**src/rtl/tt_um_serial_subtractor_pkg.sv**
```systemverilog
// Shared constants and types for the bit-serial subtractor tile.
package tt_sub_pkg;

  localparam int unsigned WIDTH = 8;
  localparam int unsigned CNT_W = 3;

  typedef enum logic [1:0] {
    IDLE = 2'd0,
    RUN  = 2'd1,
    DONE = 2'd2
  } state_t;

  localparam int unsigned LOAD_A_BIT = 0;
  localparam int unsigned LOAD_B_BIT = 1;
  localparam int unsigned START_BIT  = 2;
  localparam int unsigned BUSY_BIT   = 3;
  localparam int unsigned DONE_BIT   = 4;
  localparam int unsigned BORROW_BIT = 5;

  localparam logic [7:0] UIO_OE_VAL = 8'b0011_1000;

endpackage

```
**src/rtl/tt_um_serial_subtractor_if.sv**
```systemverilog
// TinyTapeout user-tile pin frame (enable plus data/control buses).
interface tt_um_serial_subtractor_if;

  logic       ena;
  logic [7:0] ui_in;
  logic [7:0] uio_in;
  logic [7:0] uo_out;
  logic [7:0] uio_out;
  logic [7:0] uio_oe;

  modport master (
    output ena, ui_in, uio_in,
    input  uo_out, uio_out, uio_oe
  );

  modport slave (
    input  ena, ui_in, uio_in,
    output uo_out, uio_out, uio_oe
  );

endinterface

```
**src/rtl/tt_um_serial_subtractor_cell.sv**
```systemverilog
// One-bit full subtractor: d = a - b - bin, with borrow out.
module full_subtractor_cell (
  input  logic a,
  input  logic b,
  input  logic bin,
  output logic d,
  output logic bout
);

  assign d    = a ^ b ^ bin;
  assign bout = (~a & b) | (~(a ^ b) & bin);

endmodule

```
**src/rtl/tt_um_serial_subtractor.sv**
```systemverilog
// Bit-serial 8-bit subtractor tile: byte-wide operand loads, LSB-first borrow chain.
module tt_um_serial_subtractor
  import tt_sub_pkg::*;
(
  input  logic                      clk,
  input  logic                      rst_n,
  tt_um_serial_subtractor_if.slave  bus
);

  state_t             state;
  logic [WIDTH-1:0]   reg_a;
  logic [WIDTH-1:0]   reg_b;
  logic [WIDTH-1:0]   shift_q;
  logic [WIDTH-1:0]   result_q;
  logic [CNT_W-1:0]   cnt;
  logic               borrow;
  logic               borrow_out_q;
  logic               busy_q;
  logic               done_q;

  logic               d_c;
  logic               bout_c;
  logic               load_a_c;
  logic               load_b_c;
  logic               start_c;
  logic               last_bit_c;
  logic               unused_ok;

  assign load_a_c   = bus.uio_in[LOAD_A_BIT];
  assign load_b_c   = bus.uio_in[LOAD_B_BIT];
  assign start_c    = bus.uio_in[START_BIT];
  assign last_bit_c = (cnt == CNT_W'(WIDTH - 1));
  assign unused_ok  = &{1'b0, bus.uio_in[7:3]};

  full_subtractor_cell u_cell (
    .a    (reg_a[0]),
    .b    (reg_b[0]),
    .bin  (borrow),
    .d    (d_c),
    .bout (bout_c)
  );

  // Control FSM with datapath; ena low freezes every register.
  always_ff @(posedge clk or negedge rst_n) begin
    if (!rst_n) begin
      state        <= IDLE;
      reg_a        <= '0;
      reg_b        <= '0;
      shift_q      <= '0;
      result_q     <= '0;
      cnt          <= '0;
      borrow       <= 1'b0;
      borrow_out_q <= 1'b0;
      busy_q       <= 1'b0;
      done_q       <= 1'b0;
    end else if (bus.ena) begin
      case (state)
        IDLE, DONE: begin
          if (start_c) begin
            state   <= RUN;
            cnt     <= '0;
            borrow  <= 1'b0;
            shift_q <= '0;
            done_q  <= 1'b0;
            busy_q  <= 1'b1;
          end else begin
            if (load_a_c) reg_a <= bus.ui_in;
            if (load_b_c) reg_b <= bus.ui_in;
            if (load_a_c || load_b_c) done_q <= 1'b0;
          end
        end
        RUN: begin
          reg_a   <= reg_a >> 1;
          reg_b   <= reg_b >> 1;
          shift_q <= {d_c, shift_q[WIDTH-1:1]};
          borrow  <= bout_c;
          cnt     <= cnt + CNT_W'(1);
          if (last_bit_c) begin
            state        <= DONE;
            result_q     <= {d_c, shift_q[WIDTH-1:1]};
            borrow_out_q <= bout_c;
            busy_q       <= 1'b0;
            done_q       <= 1'b1;
          end
        end
        default: begin
          state  <= IDLE;
          busy_q <= 1'b0;
        end
      endcase
    end
  end

  // Status bits on the bidirectional pins; all other bits stay low.
  always_comb begin
    bus.uio_out             = '0;
    bus.uio_out[BUSY_BIT]   = busy_q;
    bus.uio_out[DONE_BIT]   = done_q;
    bus.uio_out[BORROW_BIT] = borrow_out_q;
  end

  assign bus.uo_out = result_q;
  assign bus.uio_oe = UIO_OE_VAL;

endmodule

```
**src/flat_wrapper.sv**
```systemverilog
// flat-port wrapper written by rule: the top's interface ports become plain ports
module tt_um_serial_subtractor_flat import tt_sub_pkg::*;
  (clk, rst_n, bus_ena, bus_ui_in, bus_uio_in, bus_uo_out, bus_uio_out, bus_uio_oe);
  tt_um_serial_subtractor_if bus_i ();
  input  logic clk;
  input  logic rst_n;
  input wire logic [$bits(bus_i.ena)-1:0] bus_ena;
  input wire logic [$bits(bus_i.ui_in)-1:0] bus_ui_in;
  input wire logic [$bits(bus_i.uio_in)-1:0] bus_uio_in;
  output wire logic [$bits(bus_i.uo_out)-1:0] bus_uo_out;
  output wire logic [$bits(bus_i.uio_out)-1:0] bus_uio_out;
  output wire logic [$bits(bus_i.uio_oe)-1:0] bus_uio_oe;
  assign bus_i.ena = bus_ena;
  assign bus_i.ui_in = bus_ui_in;
  assign bus_i.uio_in = bus_uio_in;
  assign bus_uo_out = bus_i.uo_out;
  assign bus_uio_out = bus_i.uio_out;
  assign bus_uio_oe = bus_i.uio_oe;
  tt_um_serial_subtractor u_core (.clk(clk), .rst_n(rst_n), .bus(bus_i));
endmodule
```
**config.mk**
```make
export PLATFORM = sky130hd
export DESIGN_NAME = tt_um_serial_subtractor_flat
export DESIGN_NICKNAME = d
export VERILOG_FILES = /design/src/rtl/tt_um_serial_subtractor_pkg.sv /design/src/rtl/tt_um_serial_subtractor_if.sv /design/src/rtl/tt_um_serial_subtractor_cell.sv /design/src/rtl/tt_um_serial_subtractor.sv /design/src/flat_wrapper.sv
export SDC_FILE = /design/constraint.sdc
export NUM_CORES = 1
export LEC_CHECK = 0
export CELL_PAD_IN_SITES_DETAIL_PLACEMENT = 0
export CELL_PAD_IN_SITES_GLOBAL_PLACEMENT = 1
export CORE_UTILIZATION = 36
export CTS_CLUSTER_SIZE = 14
export DETAILED_ROUTE_END_ITERATION = 7
export PLACE_DENSITY_LB_ADDON = 0.1
export SYNTH_ARGS = -nofsm -noshare
export SYNTH_HDL_FRONTEND = slang
export SYNTH_HIERARCHICAL = 1
export SYNTH_SLANG_ARGS = --single-unit
```
**constraint.sdc**
```tcl
create_clock -name clk -period 1.5 [get_ports clk]
set_input_delay 0.3 -clock clk [delete_from_list [all_inputs] [get_ports clk]]
set_output_delay 0.3 -clock clk [all_outputs]
set_load 0.01 [all_outputs]
```
# Word level (Yosys, flattened, before mapping)
# Cells that the tools add are included.
# Widths: inputs -> output; s select.
# totals
reg_bits	41
output_inout_bits	24
elab_cells	59
# classes
addsub	1
eq_ne	9
muxes	22
bitwise	7
reduce_logical	10
# op_table
operator	count
$pmux 8 s2	3
$mux 8	5
$reduce_and 4->1	3
$reduce_and 3->1	3
$ne 2x2->1 const B	4
$mux 1	6
$pmux 1 s2	3
$pmux 3 s2	1
$mux 2	2
$pmux 2 s2	1
$add 3x1->3 const B	1
$eq 3x3->1 const B	1
$mux 3	1
$ne 3x2->1 const B	1
$and 1x1->1	2
$eq 2x1->1 const B	1
$eq 2x2->1 const B	1
$logic_not 2->1	1
$ne 2x1->1 const B	1
$not 1->1	2
$reduce_bool 2->1	1
$reduce_or 2->1	1
$xor 1x1->1	2
$logic_or 1x1->1	1
$or 1x1->1	1

# Logic depth before layout (Yosys ltp)
# logic_depth
depth_word	5
ltp_mapped	5

# Cells and area by module
# The synthesis kept the hierarchy.
# by_module_without_submodules
mod	instances	cells_per_inst	area_each_um2	seq_area_each_um2
tt_um_serial_subtractor	1	141	1946.9	1001.0
full_subtractor_cell	1	4	31.3	0.0

# Least setup slack after synthesis
# OpenSTA, ideal clock, no wires.
# synth_path
kind	flip-flop to flip-flop
startpoint	register u_core.state[0]
endpoint	register u_core.reg_a[4]
setup_ns	0.125
arrival_time_ns	1.384
setup_slack_ns	-0.009
path_stages_with_launch	6
path_buffers	2
cell_sequence	dfrtp_1 > nor2b_4 > buf_6 > buf_6 > mux2_2 > mux2_4
# synth_between
elab_chain_len	4
elab_cells_between_ends	9
cone_classes	eq/ne: 4; mux: 1; reduce/logical: 4
# synth_rtl
item	line_no	source
start, declared	tt_um_serial_subtractor.sv:10	state_t state;
start signal, assigned	tt_um_serial_subtractor.sv:46	state <= IDLE;
start signal, assigned	tt_um_serial_subtractor.sv:60	state <= RUN;
start signal, assigned	tt_um_serial_subtractor.sv:79	state <= DONE;
$eq 2x2->1 / $logic_not 2->1 (equally long branches)	tt_um_serial_subtractor.sv:57	case (state)
$reduce_or 2->1	tt_um_serial_subtractor.sv:57	
$ne 2x2->1 (no source line) / $reduce_bool 2->1 (equally long branches)	--	
$reduce_and 4->1 (no source line)	--	
end signal, assigned	tt_um_serial_subtractor.sv:67	if (load_a_c) reg_a <= bus.ui_in;
end signal, assigned	tt_um_serial_subtractor.sv:73	reg_a <= reg_a >> 1;
end, declared	tt_um_serial_subtractor.sv:11	logic [WIDTH-1:0] reg_a;
# Several ways; a longest one is shown, not always the timed one.
# A chain may end at the register's enable or synchronous reset.

# Worst setup path in the final report
# layout_path
startpoint	register u_core.state[0]
endpoint	register u_core.reg_b[3]
# layout_between
elab_chain_len	4
elab_cells_between_ends	9
cone_classes	eq/ne: 4; mux: 1; reduce/logical: 4
# layout_rtl
item	line_no	source
$eq 2x2->1 / $logic_not 2->1 (equally long branches)	tt_um_serial_subtractor.sv:57	
$reduce_or 2->1	tt_um_serial_subtractor.sv:57	
$ne 2x2->1 (no source line) / $reduce_bool 2->1 (equally long branches)	--	
$reduce_and 4->1 (no source line)	--	
end signal, assigned	tt_um_serial_subtractor.sv:68	if (load_b_c) reg_b <= bus.ui_in;
end signal, assigned	tt_um_serial_subtractor.sv:74	reg_b <= reg_b >> 1;
end, declared	tt_um_serial_subtractor.sv:12	logic [WIDTH-1:0] reg_b;
# Several ways; a longest one is shown, not always the timed one.

==> impl_metrics.py <==
metrics = {
    "place": {
        "dp_cells": 237,
        "io_buffers": 24,
        "place.gp.congestion": 0.740,
        "placed_area_sq_mm": 0.00229,
        "dp_hpwl_um": 2490,
    },
    "synth": {
        "ys_seq_elements": 40,
        "yosys.area_share.xor_xnor_pct": 0,
        "async_flop_share_pct": 100,
        "synth_edf_count": 0,
        "yosysMostFrequentCell": "dfrtp_1",
        "synth_area_leaders": "dfrtp_1 51%, mux2_2 13%, mux2_4 12%",
        "synthSimpleGateAreaFrac_pct": 3.86,
        "syn_inst": 145,
        "synthAdderAreaFrac_pct": 2.28,
        "synth_top_family_by_area": "multiplexers",
        "yosysTopAreaCellShare_pct": 50.6,
        "netlist_top_cells_count": "40 x dfrtp_1, 23 x mux2_2, 17 x buf_4",
        "synth.avg_cell_area_sq_um": 13.6,
        "synth_compound_area_share_pct": 7.08,
        "ys_types": 24,
        "synth.area.mux_share_pct": 25.8,
        "ys_seq_area_share_pct": 50.6,
        "yosys_warnings": 6,
        "syn-cell-area_sq_mm": 0.00198,
        "synth_area_leader_cell": "dfrtp_1",
        "ys.flop_type": "dfrtp_1",
    },
    "floorplan": {
        "fp.dieH_um": 76.1,
        "ios": 43,
        "initial_core_util_pct": 38.0,
        "die_width_um": 76.1,
        "num_rows": 26,
        "core-area_sq_mm": 0.00520,
        "dieArea_sq_mm": 0.00580,
    },
    "setup_path": {
        "cp_data_required_time_ns": 1.67,
        "slowest_delay_ns": 0.45,
        "crit_chain": "and3b_2 -> a31o_1 -> buf_12 -> mux2_4",
        "critPathKind": "reg -> reg",
        "critPathBufInv": 1,
        "crit_family": "flip-flops",
        "start_kind": "flop",
        "critPathCaptureType": "flop",
        "cp_max_fo": 8,
        "arrival_ns": 1.66,
        "worst_path_max_delay_cell": "dfrtp_2",
    },
    "final_layout": {
        "drive_gt1_share_pct": 38.3,
        "fin_util_pct": 47.3,
        "n_antenna_cell": 0,
        "syn2layout_area_growth_pct": 24.4,
        "nets": 201,
        "design_area_sq_mm": 0.00246,
        "final_cell_count_no_fill": 250,
    },
    "routing": {
        "drt-initial-drc-count": 59,
        "firstDrtPassIters": 4,
        "wire_per_inst_um": 14.1,
        "num_vias": 1149,
        "drt.antenna.violating_nets": 0,
        "wirelength_um": 3520,
        "post-route-drc-count": 0,
        "viasPerCell": 4.60,
    },
    "timing": {
        "drv_slew": 0,
        "fin_crit_ns": 1.49,
        "setup_viol": 0,
        "rsz0062_at_grt": "yes",
        "fin_tns_setup_ns": 0,
        "period_share_pct": 99.1,
        "tightest_slew_ns": 0.517,
        "final-hold-violation-count": 0,
        "fmax_ghz": 0.673,
        "fin_skew_ns": 0.00475,
        "slew_headroom_pct": 65.5,
    },
    "cts": {
        "cts-root-buf": "clkbuf_8",
        "cts_tree": "done",
        "cts_sinks": 40,
        "clk_path_buf_depth": 2,
        "cts_made_buffers": 5,
        "clock_latency_ns": 0.29,
        "clk_pin_slew_ns": 0.08,
        "htreeDepth": 2,
    },
    "global_routing": {
        "grt_pass1_vias": 1222,
        "grt-ovfl-total": 0,
        "grt_max_degree": 23,
        "grt_pass1_wl_um": 6140,
        "antenna_found_initial": 0,
        "track_usage_pct": 13.5,
    },
    "pwr": {
        "ir_worst_vdd_uv": 668,
        "power.density_mw_per_mm2": 1910,
        "leakagePower_uw": 0.00128,
        "p_total_uw": 4700,
    },
    "hold_path": {
        "hold_path_class": "reg -> reg",
    },
    "outcome": {
        "status": "finished clean",
    },
    "run": {
        "cap_violations": 0,
    },
}
-- metal layers --
metal | track usage, % | routed length (um)
met1 | 17.4 | 1650
met2 | 21.8 | 1690
met3 | 3.23 | 119
met4 | 5.77 | 63
met5 | 0 | 0
-- registers in the layout (all words and copies together) (netlist names) --
| signal | count |
|---|---|
| u_core/bus.uo_out | 8 |
| u_core/reg_a | 8 |
| u_core/reg_b | 8 |
| u_core/shift_q | 7 |
| u_core/cnt | 3 |
| u_core/state | 2 |
| u_core/borrow | 1 |
| u_core/borrow_out_q | 1 |
| u_core/busy_q | 1 |
| u_core/done_q | 1 |
-- logic make-up after synthesis --
logic type,count (synthesis)
flops,40
mux,40
fa+ha+maj,3
buf+inv,27
simple gates,14
other cells,2
compound gates,19
-- area by class of cell --
cell class,count,area [sq um]
Clock buffer,5,68.8
Multi-Input combinational cell,89,827
Inverter,3,11.3
Sequential cell,40,1000
Timing Repair Buffer,40,419
Clock inverter,3,42.5
Tap cell,70,87.6
Fill cell,483,2750
-- placed cells by master (no fill, tap or decap), drive strengths merged --
cell           count
a21oi              1
a22o              10
a31o               2
and3b              1
buf               16
bufinv             1
clkbuf             5
clkdlybuf4s50     14
clkinv             1
clkinvlp           1
conb              13
dfrtp             40
dlygate4sd2        3
dlygate4sd3        1
dlymetal6s2s       6
fa                 1
ha                 2
inv                3
mux2              40
nand2              7
nand2b             1
nor2               1
nor2b              3
nor3               1
o21ai              6
-- report_power, final --
group          leakage (uW)  total, uW  internal (uW)  switching [uW]
registers          0.000505       1830           1540             289
logic              0.000717       2000           1300             708
clock network     0.0000541        869            492             377
-- through the flow --
stage / hold WS [ns] / setup slack, ns
after floorplan: 0.00441 / -0.00884
after global placement: 0.289 / -0.260
after detailed placement: 0.307 / -0.275
after CTS: 0.507 / -0.000308
after global routing: 0.525 / -0.0289
final: 0.504 / 0.0130
-- path summary, 6_finish.rpt --
path                            slack [ns]                  from  cells past startpoint                   end
min in group asynchronous             0.51                 rst_n                      2         u_core/done_q
worst min register to register        0.50  u_core/bus.uo_out[3]                      1  u_core/bus.uo_out[3]
worst max-delay path                  0.01       u_core/state[0]                      4       u_core/reg_b[3]
max in group asynchronous             0.43                 rst_n                      3         u_core/cnt[0]
worst min-delay path                  0.50  u_core/bus.uo_out[3]                      1  u_core/bus.uo_out[3]
worst max register to register        0.01       u_core/state[0]                      4       u_core/reg_b[3]
-- what timing repair did --
action / 4_1_cts / 5_1_grt
endpoints found under the setup margin: 22 / 41
gates resized for setup: 5 / 10
hold buffers: 1 / 0
pin swaps: 1 / 0
buffers inserted: 1 / 3
hold endpoints to repair: 20 / 0
Power figures use the tool's default switching activity.
==> variant 1: new RTL, same settings <==
Set the package constant `CNT_W` to 5 (it was 3).
--- a/src/rtl/tt_um_serial_subtractor_pkg.sv
+++ b/src/rtl/tt_um_serial_subtractor_pkg.sv
@@ -2,7 +2,7 @@
 package tt_sub_pkg;
 
   localparam int unsigned WIDTH = 8;
-  localparam int unsigned CNT_W = 3;
+  localparam int unsigned CNT_W = 5;
 
   typedef enum logic [1:0] {
     IDLE = 2'd0,
Check against the original RTL: same outputs for any inputs over 10 cycles, from zero or initial values and one cycle with rst_n low; that may be too few to reach the edited logic, so the function may still have changed.
==> variant 1 against the unedited design <==
Utilization decreased by 0.29 points; sequential cell count grew 2; worst hold slack worse by 0.019 ns; total power rose by 4.6%; critical path depth up 1; via count rose by 7.0%; routed wire length down 2.2%; sequential power up 5%; first-iteration DRC count is 42% lower; synthesized area rose by 4.9%; worst setup slack lost 0.0076 ns; design area rose by 5.8%; clock skew is 0.0030 ns higher.
==> variant 1: results (changes against the unedited design) <==
** Cells and area
- Fin nets :: 211 (was 201)
- Filler cell count :: 528 (was 483)
- Layout cell share with drive strength beyond 1 :: 0.398 (was 0.383)

** Worst hold path
- The worst hold-check path type is in -> async (was reg -> reg).

** Run status
- Result of the run :: completed (unchanged)

** Placement
- Global placement routability congestion :: 0.741 (was 0.740)
- DP Cell Count :: 252 (was 237)

** Detailed routing
- The average wire per standard cell is 13.1 um (was 14.1 um).
- The detail-routed via count per cell is 4.68 (was 4.60).
- Drt initial violations :: 34 (was 59)
- The total length of routed wires came to 3.45 mm (was 3.52 mm).

** Global route
- The global routing met3 resource utilization is 0.0247 (was 0.0323).
- Met1 track utilization from global routing :: 0.162 (was 0.174)
- The pin count of the biggest net entering global routing came to 27 (was 23).
- Combined global-route utilization of all metal layers :: 0.124 (was 0.135)

** Logic synthesis
- The sequential share of the synthesized area is 0.506 (about the same).
- Distinct cells, synth :: 32 (was 24)
- Most common library cells after synthesis :: dfrtp_1, mux2_2, buf_4, mux2_4, a22o_1 (was dfrtp_1, mux2_2, buf_4)
- Biggest area contributors in the synthesized netlist :: dfrtp_1, mux2_2, mux2_4, buf_4, a22o_1 (unchanged)
- The post-synthesis cell count came to 151 (was 145).

** Setup path
- The maximum fanout count along the critical path is 8 (unchanged).
- The kind of critical path is in -> reg (was reg -> reg).
- Destination of the critical timing path :: u_core/reg_a[6] (was u_core/reg_b[3])
- The highest cell delay on the worst timing path was 0.43 ns (was 0.45 ns).
- Critical-path cell with the highest stage delay :: clkdlybuf4s50_1 (was dfrtp_2)

** Power
- The maximum vdd drop came to 0.000737 V (was 0.000668 V).
==> variant 1: cell type report <==
class / count / area, um^2 / share of cell area
Tap cell: 72 / 90.1 / 0.0346
Clock inverter: 2 / 12.5 / 0.00481
Clock buffer: 6 / 82.6 / 0.0317
Multi-Input combinational cell: 93 / 890 / 0.342
Inverter: 4 / 15.0 / 0.00577
Sequential cell: 42 / 1050 / 0.404
Timing Repair Buffer: 44 / 460 / 0.177
==> variant 1: stage by stage <==
stage                     setup WS (ns)  hold WS (ns)  total power, W  setup TNS [ns]  cell area (um^2)
after global placement           -0.270         0.268         0.00412           -6.43              2450
after floorplan                 -0.0251       0.00441         0.00350          -0.201              2120
final                           0.00539         0.485         0.00492               0              2600
after CTS                       -0.0136         0.500         0.00501         -0.0345              2570
after global routing            -0.0394         0.514         0.00527          -0.508              2600
after detailed placement         -0.273         0.277         0.00417           -6.81              2450
==> variant 1: layer usage <==
metal  part of all wire  up-vias
met2               0.48       26
met3              0.034        4
met5                  0        -
met1               0.48      615
li1                   -      585
met4             0.0093        0
==> variant 1: kinds of logic (layout without fill, tap and decap cells) <==
logic type / after synthesis / count (layout) / share of synthesized area
XOR/XNOR: 1 / 1 / 0.00422
AND/OR/NAND/NOR: 15 / 15 / 0.0452
buffers and inverters: 27 / 56 / 0.0940
flip-flops: 42 / 42 / 0.506
multiplexers: 41 / 41 / 0.251
adder cells (fa/ha/maj): 2 / 2 / 0.0157
other: 2 / 13 / 0.00362
AO/OA/AOI/OAI: 21 / 21 / 0.0802
==> variant 1: power by group <==
part           switching, W  total (W)  leakage (nW)  internal, W
sequential         0.000300    0.00192         0.536      0.00162
combinational      0.000776    0.00224         0.770      0.00147
clock              0.000386   0.000756        0.0472     0.000370
total               0.00146    0.00492          1.35      0.00346
==> variant 1: worst min-delay path by stage <==
| stage | startpoint | endpoint | slack [ns] |
|---|---|---|---|
| 2_1_floorplan | rst_n | u_core/borrow | 0.004 |
| 3_5_place_dp | rst_n | u_core/cnt[3] | 0.28 |
| 5_1_grt | u_core/cnt[4] | u_core/cnt[4] | 0.51 |
| 4_1_cts | rst_n | u_core/busy_q | 0.50 |
| 6_report | rst_n | u_core/reg_b[4] | 0.49 |
| 3_3_place_gp | rst_n | u_core/cnt[4] | 0.27 |
==> variant 1: timing repair <==
item                                    CTS  global route
pin swaps                                 1             3
endpoints found under the hold margin    16             0
hold buffers                              1             0
setup buffers                             2             0
endpoints found under the setup margin   26            33
resized for setup                         4            11
==> variant 1: worst max-delay path: cells and delay by family <==
kind,cells,cell delay [ns]
buf+inv,2,0.58
mux,1,0.29
simple gates,1,0.26
compound gates,1,0.23
==> variant 2: new RTL, config.mk and constraints unchanged <==
Made on the original files. Encoding of `state_t`: now one-hot (3 bits for 3 states).
--- a/src/rtl/tt_um_serial_subtractor_pkg.sv
+++ b/src/rtl/tt_um_serial_subtractor_pkg.sv
@@ -4,10 +4,10 @@
   localparam int unsigned WIDTH = 8;
   localparam int unsigned CNT_W = 3;
 
-  typedef enum logic [1:0] {
-    IDLE = 2'd0,
-    RUN  = 2'd1,
-    DONE = 2'd2
+  typedef enum logic [2:0] {
+    IDLE = 3'b001,
+    RUN  = 3'b010,
+    DONE = 3'b100
   } state_t;
 
   localparam int unsigned LOAD_A_BIT = 0;
Behaviour: no difference found for any inputs over 10 cycles, from zero or initial values and one cycle with rst_n low; not proved beyond that.
==> variant 2 against the unedited design <==
The flow now finishes with violations (setup timing); combinational power decreased by 3%; routed wire length increased by 40%; synthesized area up 11%; count of clock-buffer cells in the layout did not move; cell count grew 34%; worst setup slack got worse by 0.17 ns; maximum frequency shrank 10%; design area rose by 23%; total power is 0.19% higher; clock power up 23%; sequential cell count increased by 1; critical path type unchanged.
==> variant 2: results (changes against the unedited design) <==
** Global route
- Combined global-route utilization of all metal layers :: 0.162 (was 0.135)
- The pin count of the biggest net entering global routing came to 42 (was 23).
- Wire length of the first global-routing pass :: 7.91 mm (was 6.14 mm)

** Setup path
- The endpoint of the most critical register-to-register path is u_core/reg_b[7] (was u_core/reg_b[3]).
- Largest incremental delay on the critical path :: 0.49 ns (was 0.45 ns)
- The startpoint of the most critical register-to-register path was u_core/state[2] (was u_core/state[0]).
- Arrival time reported for the critical path endpoint :: 1.82 ns (was 1.66 ns)
- The critical path's top delay family is simple AND/OR/NAND/NOR gates (was flip-flops).

** Placement
- The total placed cells including tap cells is 315 (was 237).

** Detailed routing
- The detailed-route via count is 1593 (was 1149).
- Average wire per standard cell :: 14.6 um (was 14.1 um)
- The DRC violation total after the first TritonRoute iteration was 99 (was 59).

** Logic synthesis
- The sequential share of the synthesized area is 0.468 (was 0.506).
- Biggest area contributors in the synthesized netlist: dfrtp_1, mux2_4, nand2_1, buf_4, mux2_2 (was dfrtp_1, mux2_2, mux2_4, buf_4, a22o_1).
- The number of distinct library cells after synthesis came to 38 (was 24).

** Cells and area
- The fraction of final layout cells sized beyond drive strength 1 is 0.360 (was 0.383).
- Filler cell count :: 537 (was 483)
- Fin nets :: 282 (was 201)

** Power
- Static Leakage :: 1.64 nW (was 1.28 nW)
- Highest ir drop seen on vdd :: 0.000653 V (was 0.000668 V)

** Worst hold path
- Hold EP :: u_core/borrow (was u_core/bus.uo_out[3])
- The instance count along the most critical hold path came to 2 (was 1).

** STA
- The worst-case setup margin in the final layout was -0.152 ns (was 0.0130 ns).
- Final-report setup violation count :: 27 (was 0)
- The largest clock skew in the final design came to 0.00795 ns (was 0.00475 ns).
- The post-route clock period utilization was 1.10 (was 0.991).

** Run status
- The final reports fail on setup timing.
- Result of the run: complete, but fails checks (was completed).
-- variant 2: cell count changes after synthesis, moves of 4 or more --
cell	change
nand2_1	+52
a22o_1	-10
nand2b_1	+6
mux2_2	-14
nand3_1	+10
o21ai_0	-4
-- variant 2: timing repair --
| item | CTS | global route |
|---|---|---|
| hold buffers | 1 | 0 |
| cloned | 1 | 1 |
| gates resized for setup | 28 | 19 |
| endpoints found under the setup margin | 39 | 47 |
| buffers inserted | 6 | 6 |
| pin swaps | 12 | 7 |
| endpoints found under the hold margin | 40 | 0 |
-- variant 2: cell families after synthesis --
| kind of cell | count (synthesis) | synth area share |
|---|---|---|
| compound gates | 19 | 0.0814 |
| xor+xnor | 1 | 0.00399 |
| fa+ha+maj | 3 | 0.0205 |
| buf+inv | 33 | 0.0934 |
| flops | 41 | 0.468 |
| mux | 25 | 0.155 |
| other cells | 2 | 0.00342 |
| simple gates | 86 | 0.174 |
-- variant 2: through the flow --
stage                     hold slack, ns  worst slack (ns)   util  TNS (ns)
after floorplan                  0.00441           -0.0959      -     -2.33
after global placement             0.287            -0.387  0.445    -12.02
after detailed placement           0.300            -0.416  0.445    -12.81
after CTS                          0.490            -0.138  0.493     -2.86
after global routing               0.515            -0.181  0.511     -5.11
final                              0.482            -0.152  0.511     -2.98
-- variant 2: report_power, final --
group          internal, W  total [W]  switching (W)
Combinational      0.00109    0.00195       0.000861
Sequential         0.00145    0.00169       0.000239
Clock             0.000670    0.00107       0.000400
Total              0.00321    0.00471        0.00150
-- variant 2: cell type report --
| cell class | instances | share of cell area |
|---|---|---|
| clock buffers | 5 | 0.0227 |
| clock inverters | 3 | 0.0227 |
| inverters | 6 | 0.00744 |
| multi-input cells | 147 | 0.372 |
| flip-flops and latches | 41 | 0.340 |
| well taps | 75 | 0.0310 |
| repair buffers | 59 | 0.204 |
-- variant 2: how the worst max path moves through the flow --
stage	depth (start not counted)	slack [ns]	from	to
2_1_floorplan	4	-0.1	u_core/state[0]	u_core/reg_a[0]
3_3_place_gp	6	-0.39	bus_uio_in[2]	u_core/reg_a[7]
3_5_place_dp	6	-0.42	bus_uio_in[2]	u_core/reg_a[6]
4_1_cts	4	-0.14	u_core/state[2]	u_core/reg_b[7]
5_1_grt	4	-0.18	u_core/state[2]	u_core/reg_b[7]
6_report	4	-0.15	u_core/state[2]	u_core/reg_b[7]
-- variant 2: tightest hold or removal path, delay by kind of cell (launching register included) --
kind          cells  cell delay [ns]
simple gates      2             0.10
flops             1             0.35
-- variant 2: layer usage --
metal,vias to the layer above,share of wire,track usage
met5,-,0,0
met4,0,0.0085,0.0393
met3,4,0.023,0.0341
met2,31,0.52,0.281
met1,784,0.44,0.204
li1,774,-,-
